<file path="src/rtl/router_pkg.sv">
// Shared types and constants for the 1x3 router write-side controller.
// State codes are plain 3-bit constants so legacy tooling can match them.
package router_pkg;

    localparam int NUM_DEST = 3;
    localparam int ADDR_W   = 2;

    localparam logic [ADDR_W-1:0] ADDR_INVALID = 2'b11;

    typedef logic [2:0] state_t;

    localparam state_t DECODE_ADDRESS     = 3'd0;
    localparam state_t LOAD_FIRST_DATA    = 3'd1;
    localparam state_t LOAD_DATA          = 3'd2;
    localparam state_t WAIT_TILL_EMPTY    = 3'd3;
    localparam state_t FIFO_FULL_STATE    = 3'd4;
    localparam state_t LOAD_AFTER_FULL    = 3'd5;
    localparam state_t LOAD_PARITY        = 3'd6;
    localparam state_t CHECK_PARITY_ERROR = 3'd7;

    // Address 3 selects nothing, so it reads back as 0.
    function automatic logic pick_dest(
        input logic [NUM_DEST-1:0] vec,
        input logic [ADDR_W-1:0]   idx
    );
        logic r;
        r = 1'b0;
        case (idx)
            2'd0:    r = vec[0];
            2'd1:    r = vec[1];
            2'd2:    r = vec[2];
            default: r = 1'b0;
        endcase
        return r;
    endfunction

endpackage

</file>
<file path="src/rtl/router_fsm_controller_if.sv">
// Bundle between the packet source/register block/FIFOs and the controller.
// master drives the inputs of the controller; slave is the controller.
interface router_fsm_controller_if;
    import router_pkg::*;

    logic              pkt_valid;
    logic [ADDR_W-1:0] data_in;
    logic              fifo_full;
    logic              fifo_empty_0;
    logic              fifo_empty_1;
    logic              fifo_empty_2;
    logic              soft_reset_0;
    logic              soft_reset_1;
    logic              soft_reset_2;
    logic              parity_done;
    logic              low_pkt_valid;
    logic              detect_add;
    logic              lfd_state;
    logic              ld_state;
    logic              laf_state;
    logic              full_state;
    logic              rst_int_reg;
    logic              write_enb_reg;
    logic              busy;
    logic [ADDR_W-1:0] dest_sel;

    modport master (
        output pkt_valid, data_in, fifo_full,
        output fifo_empty_0, fifo_empty_1, fifo_empty_2,
        output soft_reset_0, soft_reset_1, soft_reset_2,
        output parity_done, low_pkt_valid,
        input  detect_add, lfd_state, ld_state, laf_state,
        input  full_state, rst_int_reg, write_enb_reg, busy,
        input  dest_sel
    );

    modport slave (
        input  pkt_valid, data_in, fifo_full,
        input  fifo_empty_0, fifo_empty_1, fifo_empty_2,
        input  soft_reset_0, soft_reset_1, soft_reset_2,
        input  parity_done, low_pkt_valid,
        output detect_add, lfd_state, ld_state, laf_state,
        output full_state, rst_int_reg, write_enb_reg, busy,
        output dest_sel
    );

endinterface

</file>
<file path="src/rtl/router_fsm_dest_mux.sv">
// Picks the per-FIFO empty / soft-reset flags for the header address
// and for the latched destination.
module router_fsm_dest_mux
    import router_pkg::*;
(
    input  logic [NUM_DEST-1:0] fifo_empty,
    input  logic [NUM_DEST-1:0] soft_reset,
    input  logic [ADDR_W-1:0]   addr,
    input  logic [ADDR_W-1:0]   dest_sel,
    output logic                addr_empty,
    output logic                sel_empty,
    output logic                sel_soft_reset
);

    assign addr_empty     = pick_dest(fifo_empty, addr);
    assign sel_empty      = pick_dest(fifo_empty, dest_sel);
    assign sel_soft_reset = pick_dest(soft_reset, dest_sel);

endmodule

</file>
<file path="src/rtl/router_fsm_controller.sv">
// Moore controller sequencing header decode, payload/parity load and
// FIFO write enable for the 1x3 router.
module router_fsm_controller
    import router_pkg::*;
(
    input logic                   clockf,
    input logic                   resetnf,
    router_fsm_controller_if.slave bus
);

    state_t            state_q;
    state_t            state_d;
    logic [ADDR_W-1:0] dest_q;
    logic              addr_empty;
    logic              sel_empty;
    logic              sel_soft_reset;
    logic              hdr_ok;

    router_fsm_dest_mux u_mux (
        .fifo_empty     ({bus.fifo_empty_2, bus.fifo_empty_1, bus.fifo_empty_0}),
        .soft_reset     ({bus.soft_reset_2, bus.soft_reset_1, bus.soft_reset_0}),
        .addr           (bus.data_in),
        .dest_sel       (dest_q),
        .addr_empty     (addr_empty),
        .sel_empty      (sel_empty),
        .sel_soft_reset (sel_soft_reset)
    );

    assign hdr_ok = bus.pkt_valid && (bus.data_in != ADDR_INVALID);

    always_comb begin
        state_d = state_q;
        case (state_q)
            DECODE_ADDRESS:
                if (hdr_ok)
                    state_d = addr_empty ? LOAD_FIRST_DATA : WAIT_TILL_EMPTY;
            WAIT_TILL_EMPTY:
                if (sel_empty) state_d = LOAD_FIRST_DATA;
            LOAD_FIRST_DATA:
                state_d = LOAD_DATA;
            LOAD_DATA:
                if (bus.fifo_full)       state_d = FIFO_FULL_STATE;
                else if (!bus.pkt_valid) state_d = LOAD_PARITY;
            FIFO_FULL_STATE:
                if (!bus.fifo_full) state_d = LOAD_AFTER_FULL;
            LOAD_AFTER_FULL:
                if (bus.parity_done)        state_d = DECODE_ADDRESS;
                else if (bus.low_pkt_valid) state_d = LOAD_PARITY;
                else                        state_d = LOAD_DATA;
            LOAD_PARITY:
                state_d = CHECK_PARITY_ERROR;
            CHECK_PARITY_ERROR:
                state_d = bus.fifo_full ? FIFO_FULL_STATE : DECODE_ADDRESS;
            default:
                state_d = DECODE_ADDRESS;
        endcase
        // A timeout on the selected FIFO abandons the packet.
        if (state_q != DECODE_ADDRESS && sel_soft_reset)
            state_d = DECODE_ADDRESS;
    end

    always_ff @(posedge clockf or negedge resetnf) begin
        if (!resetnf) begin
            state_q <= DECODE_ADDRESS;
            dest_q  <= '0;
        end else begin
            state_q <= state_d;
            if (state_q == DECODE_ADDRESS && hdr_ok)
                dest_q <= bus.data_in;
        end
    end

    assign bus.detect_add    = (state_q == DECODE_ADDRESS);
    assign bus.lfd_state     = (state_q == LOAD_FIRST_DATA);
    assign bus.ld_state      = (state_q == LOAD_DATA);
    assign bus.laf_state     = (state_q == LOAD_AFTER_FULL);
    assign bus.full_state    = (state_q == FIFO_FULL_STATE);
    assign bus.rst_int_reg   = (state_q == CHECK_PARITY_ERROR);
    assign bus.write_enb_reg = (state_q == LOAD_DATA)
                             | (state_q == LOAD_PARITY)
                             | (state_q == LOAD_AFTER_FULL);
    assign bus.busy          = (state_q != DECODE_ADDRESS)
                             & (state_q != LOAD_DATA);
    assign bus.dest_sel      = dest_q;

endmodule
</file>
<file path="src/flat_wrapper.sv">
// flat-port wrapper written by rule: the top's interface ports become plain ports
module router_fsm_controller_flat import router_pkg::*;
  (clockf, resetnf, bus_pkt_valid, bus_data_in, bus_fifo_full, bus_fifo_empty_0, bus_fifo_empty_1, bus_fifo_empty_2, bus_soft_reset_0, bus_soft_reset_1, bus_soft_reset_2, bus_parity_done, bus_low_pkt_valid, bus_detect_add, bus_lfd_state, bus_ld_state, bus_laf_state, bus_full_state, bus_rst_int_reg, bus_write_enb_reg, bus_busy, bus_dest_sel);
  router_fsm_controller_if bus_i ();
  input logic clockf;
  input logic resetnf;
  input wire logic [$bits(bus_i.pkt_valid)-1:0] bus_pkt_valid;
  input wire logic [$bits(bus_i.data_in)-1:0] bus_data_in;
  input wire logic [$bits(bus_i.fifo_full)-1:0] bus_fifo_full;
  input wire logic [$bits(bus_i.fifo_empty_0)-1:0] bus_fifo_empty_0;
  input wire logic [$bits(bus_i.fifo_empty_1)-1:0] bus_fifo_empty_1;
  input wire logic [$bits(bus_i.fifo_empty_2)-1:0] bus_fifo_empty_2;
  input wire logic [$bits(bus_i.soft_reset_0)-1:0] bus_soft_reset_0;
  input wire logic [$bits(bus_i.soft_reset_1)-1:0] bus_soft_reset_1;
  input wire logic [$bits(bus_i.soft_reset_2)-1:0] bus_soft_reset_2;
  input wire logic [$bits(bus_i.parity_done)-1:0] bus_parity_done;
  input wire logic [$bits(bus_i.low_pkt_valid)-1:0] bus_low_pkt_valid;
  output wire logic [$bits(bus_i.detect_add)-1:0] bus_detect_add;
  output wire logic [$bits(bus_i.lfd_state)-1:0] bus_lfd_state;
  output wire logic [$bits(bus_i.ld_state)-1:0] bus_ld_state;
  output wire logic [$bits(bus_i.laf_state)-1:0] bus_laf_state;
  output wire logic [$bits(bus_i.full_state)-1:0] bus_full_state;
  output wire logic [$bits(bus_i.rst_int_reg)-1:0] bus_rst_int_reg;
  output wire logic [$bits(bus_i.write_enb_reg)-1:0] bus_write_enb_reg;
  output wire logic [$bits(bus_i.busy)-1:0] bus_busy;
  output wire logic [$bits(bus_i.dest_sel)-1:0] bus_dest_sel;
  assign bus_i.pkt_valid = bus_pkt_valid;
  assign bus_i.data_in = bus_data_in;
  assign bus_i.fifo_full = bus_fifo_full;
  assign bus_i.fifo_empty_0 = bus_fifo_empty_0;
  assign bus_i.fifo_empty_1 = bus_fifo_empty_1;
  assign bus_i.fifo_empty_2 = bus_fifo_empty_2;
  assign bus_i.soft_reset_0 = bus_soft_reset_0;
  assign bus_i.soft_reset_1 = bus_soft_reset_1;
  assign bus_i.soft_reset_2 = bus_soft_reset_2;
  assign bus_i.parity_done = bus_parity_done;
  assign bus_i.low_pkt_valid = bus_low_pkt_valid;
  assign bus_detect_add = bus_i.detect_add;
  assign bus_lfd_state = bus_i.lfd_state;
  assign bus_ld_state = bus_i.ld_state;
  assign bus_laf_state = bus_i.laf_state;
  assign bus_full_state = bus_i.full_state;
  assign bus_rst_int_reg = bus_i.rst_int_reg;
  assign bus_write_enb_reg = bus_i.write_enb_reg;
  assign bus_busy = bus_i.busy;
  assign bus_dest_sel = bus_i.dest_sel;
  router_fsm_controller u_core (.clockf(clockf), .resetnf(resetnf), .bus(bus_i));
endmodule
</file>
<file path="config.mk">
export PLATFORM = sky130hd
export DESIGN_NAME = router_fsm_controller_flat
export DESIGN_NICKNAME = d
export VERILOG_FILES = /design/src/rtl/router_pkg.sv /design/src/rtl/router_fsm_controller_if.sv /design/src/rtl/router_fsm_dest_mux.sv /design/src/rtl/router_fsm_controller.sv /design/src/flat_wrapper.sv
export SDC_FILE = /design/constraint.sdc
export NUM_CORES = 1
export LEC_CHECK = 0
export CORE_AREA = 3 3 40 42
export DETAILED_ROUTE_END_ITERATION = 10
export DIE_AREA = 0 0 43 45
export PLACE_DENSITY = 0.81
export SYNTH_ARGS = -nofsm -noshare
export SYNTH_HDL_FRONTEND = slang
export SYNTH_HIERARCHICAL = 1
export SYNTH_SLANG_ARGS = --single-unit
</file>
<file path="constraint.sdc">
create_clock -name clockf -period 3.25 [get_ports clockf]
set_input_delay 0.65 -clock clockf [delete_from_list [all_inputs] [get_ports clockf]]
set_output_delay 0.65 -clock clockf [all_outputs]
set_load 0.02 [all_outputs]
</file>
==> metrics, run 1 <==
ratio of cells with drive above 1 in the final layout=11.1%; period utilisation layout=79.0%; Yosys top cell by area=dfrtp_1; root buffer cell=clkbuf_4; GR Layer Usage met2=22.2%; Max clock buf depth=2; WL final=1.21 mm; Unique masters post-synth=30; CTS tree=built; Comb pwr share=63.2%; Max-Slew Margin vs Limit=66.6%; cts-stage hold buffer count=0; outcome=completed; HPWL after DPL=978 um; fmax=0.389 GHz; synthesized net count=70; Synth Area per Inst=8.13 um^2; Worst Path Arrival=1.92 ns; grt met3 use=1.59%; P&R area growth vs syn=58.2%; # clock sinks=5; post-CTS sizing=0; r2r worst-path depth=5; starting density of the core=35.4%; maxcap violations=0; die area=1940 um^2; Crit. End Element=output port; DR WL/cell=12.6 um; initial antenna violation count=0; Yosys warning count=6; setup TNS=0 ns; # DRC=0; Area after DPL=694 um^2; global-route usage over all layers=13.8%; switching pwr=0.260 mW; Final nets=96; Clk Latency, worst-skew pair=0.23 ns; Layout fillers=118; GRT Max-Usage Layer=met2; Routed Antenna Nets=0; Max IR drop VDD=357 uV; num rows=13; Worst Hold Endpoint=u_core/bus.dest_sel[0]; first-iteration detailed-routing DRC count=11; Worst-Margin Slew=0.498 ns; Register-to-Register Setup Slack=1.58 ns; leakage=0.303 nW; # diodes=0; Clock Pin Slew Worst Setup and Hold Paths=0.04 ns; Pint=0.336 mW; Die Y=45 um; Tmin final=2.57 ns; drt first pass iters=4; first-pass GRT wire length=2.01 mm; Pwr Total=0.596 mW; R2R Path Start=u_core/bus.dest_sel[1]; sequential power share=25.3%; routed vias=525; post-route cell area=721 um^2; Slew Limit Fails=0; #FFs+latches synth=5; final core occ=56.1%; final hold violations=0; switch share=43.7%; num ports=24; clock skew=0.00161 ns; vias in the first global route=489; Synth Cell Area=455 um^2; worst min path class=flop to flop; sequential cell area=125 um^2; share of the synthesized area in the top cell type=27.5%; hold path start=u_core/bus.dest_sel[0]; Critical Path Fanout Max=14; GRT met1 Usage=17.5%; Multi-input gate area=302 um^2; Startpoint Class=flop; routability cong.=0.688; Clock Power Share=11.5%; Final Setup Violations=0; gr ovfl total=0; TritonCTS Buffers=3; Setup Fix Bufs, Post-CTS=0; DR vias/cell=5.47; WP data required=2.60 ns; maximum number of pins on one net before global-route repair=15; H-tree depth=1; largest cells by area after synthesis=dfrtp_1 (27%), mux2i_1 (6.6%), nand3b_1 (4.9%); IO Port Bufs=23; Synth Instances=56; Hold Crit Depth=1; CP Class=flop to output port; Core ar.=1280 um^2; power per cell area=827 nW/um^2; RR Endpoint=u_core/state_q[1]; Die Width=43 um; sequential share of the synthesized area=27.5%; RSZ-0062 raised after global routing=false
==> area by class of cell <==
cell class	count	area share, %
multi-input combinational	44	41.8
timing repair buffer	23	31.9
sequential	5	17.4
tap	15	2.60
clock buffer	4	3.65
inverter	5	2.60
==> cells by family after synthesis <==
logic type      after synthesis  synth area share, %
compound gates               17                 26.9
simple gates                 24                 32.7
mux                           3                 6.59
buf+inv                       7                 6.32
flops                         5                 27.5
==> cell usage in the layout (no fill, tap or decap), drive strengths merged, types with 2 or more instances in the layout <==
cell           netlist  final
o21ai                4      4
nor3b                2      2
nand3b               3      3
and3                 2      2
mux2i                3      3
nand2                3      3
clkdlybuf4s50        0     23
a211oi               2      2
nor2                 6      6
inv                  5      5
dfrtp                5      5
o22a                 2      2
clkbuf               0      4
==> power by group through the flow <==
| stage | logic (mW) | registers, mW | clock network, mW |
|---|---|---|---|
| floorplan | 0.240 | 0.137 | 0 |
| global placement | 0.372 | 0.147 | 0 |
| detailed placement | 0.378 | 0.150 | 0 |
| CTS | 0.379 | 0.149 | 0.0732 |
| global route | 0.409 | 0.158 | 0.0736 |
| finish | 0.377 | 0.151 | 0.0684 |
==> worst max path at each step <==
stage,start,endpoint,slack (ns),cells past startpoint
final,u_core/state_q[0],bus_detect_add,0.68,3
after CTS,u_core/state_q[0],bus_detect_add,0.67,3
after detailed placement,u_core/state_q[0],bus_detect_add,0.94,3
after global placement,u_core/state_q[0],bus_detect_add,0.97,3
after floorplan,u_core/state_q[0],bus_ld_state,1.41,3
after global routing,u_core/state_q[0],bus_detect_add,0.61,3
==> routing by layer <==
layer | share of wire, % | up-vias | routed length [um]
li1 | - | 256 | -
met1 | 43 | 254 | 518
met2 | 51 | 13 | 613
met3 | 5.4 | 2 | 65
met4 | 0.91 | 0 | 11
met5 | 0 | - | 0
==> registers in the layout (all words and copies together) (netlist names) <==
register	count
u_core/bus.dest_sel	2
u_core/state_q	3
==> per-stage QoR <==
stage / worst slack [ns] / cells / hold slack, ns
floorplan: 1.41 / 56 / 0.354
global placement: 0.970 / 92 / 0.604
detailed placement: 0.935 / 92 / 0.597
CTS: 0.674 / 96 / 0.606
global route: 0.611 / 96 / 0.644
finish: 0.682 / 96 / 0.598
==> synth_stat cells <==
| library cell | count |
|---|---|
| a211oi_1 | 2 |
| nor3b_1 | 2 |
| and3_1 | 2 |
| o21ai_0 | 3 |
| o21ai_1 | 1 |
| buf_2 | 2 |
| a21oi_1 | 1 |
| or3_2 | 1 |
| mux2i_1 | 3 |
| a211o_1 | 1 |
| a22oi_1 | 1 |
| o22a_2 | 2 |
| nand2b_1 | 1 |
| a31oi_1 | 1 |
| or4b_4 | 1 |
| or2_2 | 1 |
| inv_1 | 5 |
| o2bb2ai_1 | 1 |
| and3b_1 | 1 |
| nor2b_1 | 1 |
| nand3b_1 | 3 |
| and2b_2 | 1 |
| nand2_1 | 3 |
| o32ai_1 | 1 |
| a21boi_0 | 1 |
| nor2_1 | 6 |
| or2b_1 | 1 |
| dfrtp_1 | 5 |
| o22ai_1 | 1 |
| o311ai_0 | 1 |
==> worst max-delay path: stages, from the launching register on <==
cell and delay [ns]:
dfrtp_1 0.49, or3_2 0.51, inv_1 0.08, clkdlybuf4s50_1 0.60
(Power assumes the default switching activity.)
==> run 2: changes to the inputs <==
--- a/config.mk
+++ b/config.mk
@@ -5,10 +5,10 @@
 export SDC_FILE = /design/constraint.sdc
 export NUM_CORES = 1
 export LEC_CHECK = 0
-export CORE_AREA = 3 3 40 42
+export CORE_MARGIN = 3
+export CORE_UTILIZATION = 33
 export DETAILED_ROUTE_END_ITERATION = 10
-export DIE_AREA = 0 0 43 45
-export PLACE_DENSITY = 0.81
+export PLACE_DENSITY = 0.82
 export SYNTH_ARGS = -nofsm -noshare
 export SYNTH_HDL_FRONTEND = slang
 export SYNTH_HIERARCHICAL = 1
==> constraint.sdc (replaced) <==
create_clock -name clockf -period 2.35 [get_ports clockf]
set_input_delay 0.47 -clock clockf [delete_from_list [all_inputs] [get_ports clockf]]
set_output_delay 0.47 -clock clockf [all_outputs]
set_load 0.02 [all_outputs]
==> metrics, run 2 (synthesis results as in run 1) <==
Post-Layout Cell Count=98 (+2.1%); routability cong.=0.874 (+27%); # clock sinks=5 (unchanged); CP bufs+invs=2 (unchanged); flip-flop count of the largest register after layout=3 (unchanged); WL final=1.25 mm (+3.6%); Die Y=43.2 um (-4.1%); leakage=0.320 nW (+5.6%); fmax=0.449 GHz; initial antenna violation count=0 (unchanged); Worst Path Arrival=1.76 ns (-0.16 ns); first-pass GRT wire length=1.97 mm (-2.0%); die area=1860 um^2 (-3.8%); switching pwr=0.371 mW (+43%); cell breakdown of the critical path=buf_4, or2_2, nor2_1, clkdlybuf4s50_1; GRT met1 Usage=17.9% (+0.44 points); starting density of the core=37.9% (+2.5 points); ratio of cells with drive above 1 in the final layout=14.3% (+3.2 points); Core ar.=1200 um^2 (-6.5%); Max clock buf depth=2 (unchanged); # DRC=0 (unchanged); outcome=completed; Place WS=0.234 ns (-0.701 ns); Register-to-Register Setup Slack=0.77 ns (-0.81 ns); power per cell area=1160 nW/um^2 (+40%); grt met3 use=0% (-1.6 points); H-tree depth=1 (unchanged); final core occ=61.7% (+5.6 points); CTS tree=built; commonest non-fill, non-tap cell in the layout=clkdlybuf4s50_1; min setup slack post-route=0.123 ns (-0.559 ns); DR WL/cell=12.8 um (+1.4%); root buffer cell=clkbuf_4; Critical Path Fanout Max=13 (-1); WP data required=1.88 ns (-0.72 ns); CP Class=flop to output port; # diodes=0 (unchanged); Biggest register=u_core/state_q; Final Setup Violations=0 (unchanged); Slew Limit Fails=0 (unchanged); sequential power share=20.4% (-4.9 points); r2r worst-path depth=6 (+1); P&R area growth vs syn=62.6%; final hold violations=0 (unchanged); gr ovfl total=0 (unchanged); clock skew=0.00167 ns (+0.0000648 ns); Layout fillers=101 (-14%); Crit. End Element=output port; Final nets=99 (+3.1%); Worst-Margin Slew=0.306 ns (-0.192 ns); Max-Slew Margin vs Limit=79.6% (+13 points); switch share=43.3% (-0.39 points); TritonCTS Buffers=3 (unchanged); IO Port Bufs=23 (unchanged); # placed instances=94 (+2.2%); Max IR drop VDD=703 uV (+97%); period utilisation layout=94.8%; Routed Antenna Nets=0 (unchanged); Comb pwr share=68.6% (+5.4 points); Startpoint Class=flop; setup TNS=0 ns (unchanged); GR Layer Usage met2=22.7% (+0.56 points); Die Width=43.2 um (+0.35%); vias in the first global route=469 (-4.1%); Pwr Total=0.858 mW (+44%); global-route usage over all layers=13.2% (-0.56 points); Clock Pin Slew Worst Setup and Hold Paths=0.04 ns (about the same); drt first pass iters=4 (unchanged); most frequent cells in the layout=clkdlybuf4s50_1 (22), nor2_1 (6), inv_1 (5), dfrtp_1 (5); slowest stage cell, crit path=clkdlybuf4s50_1; maxcap violations=0 (unchanged); Clock Power Share=11.0% (-0.5 points); Clk Latency, worst-skew pair=0.23 ns (about the same); first-iteration detailed-routing DRC count=9 (-2); Tmin final=2.23 ns; DR vias/cell=5.21 (-4.7%); HPWL after DPL=997 um (+2.0%); critical path's top delay family=buffers and inverters; Crit. path cell count=4 (+1); slowest stage delay, CP=0.61 ns (about the same); RSZ-0062 raised after global routing=false; maximum number of pins on one net before global-route repair=14 (-1); routed vias=511 (-2.7%); worst min path class=input pin to asynchronous set/reset pin; num ports=24 (unchanged); num rows=12 (-1); Pint=0.486 mW (+45%); GRT Max-Usage Layer=met2
[run 2: final cells by class]
class / count / area (um^2) / share of cell area [%]
multi-input combinational: 44 / 302 / 40.7
inverter: 5 / 18.8 / 2.53
sequential: 5 / 125 / 16.9
timing repair buffer: 26 / 251 / 34.0
tap: 14 / 17.5 / 2.36
clock buffer: 4 / 26.3 / 3.55
[run 2: path summary, 6_finish.rpt]
kind,startpoint,end
setup / recovery,u_core/state_q[0],bus_ld_state
hold / removal,resetnf,u_core/state_q[1]
setup reg to reg,u_core/bus.dest_sel[1],u_core/state_q[1]
hold reg to reg,u_core/bus.dest_sel[0],u_core/bus.dest_sel[0]
max in group asynchronous,resetnf,u_core/state_q[2]
min in group clockf,u_core/bus.dest_sel[0],u_core/bus.dest_sel[0]
[run 2: routing by layer]
layer	share of wire, %	wire length [um]	up-vias
met1	45	559	235
met3	3.0	38	0
met5	0	0	-
met2	52	653	13
met4	0	0	0
li1	-	-	263
[run 2: timing repair]
action	CTS	global route
setup endpoints to repair	1	0
setup buffers	0	0
hold buffers	0	0
resized for setup	1	0
[run 2: power groups by stage]
stage	combinational [mW]	clock [mW]	sequential [mW]
after floorplan	0.332	0	0.189
after global placement	0.588	0	0.173
after detailed placement	0.595	0	0.176
after CTS	0.589	0.0984	0.176
after global routing	0.631	0.100	0.183
final	0.588	0.0941	0.175
[run 2: stage by stage]
step                      cell area (um^2)  hold WS [ns]
after global placement                 716         0.609
after CTS                              741         0.454
after detailed placement               716         0.608
after global routing                   741         0.462
final                                  741         0.451
after floorplan                        455         0.174
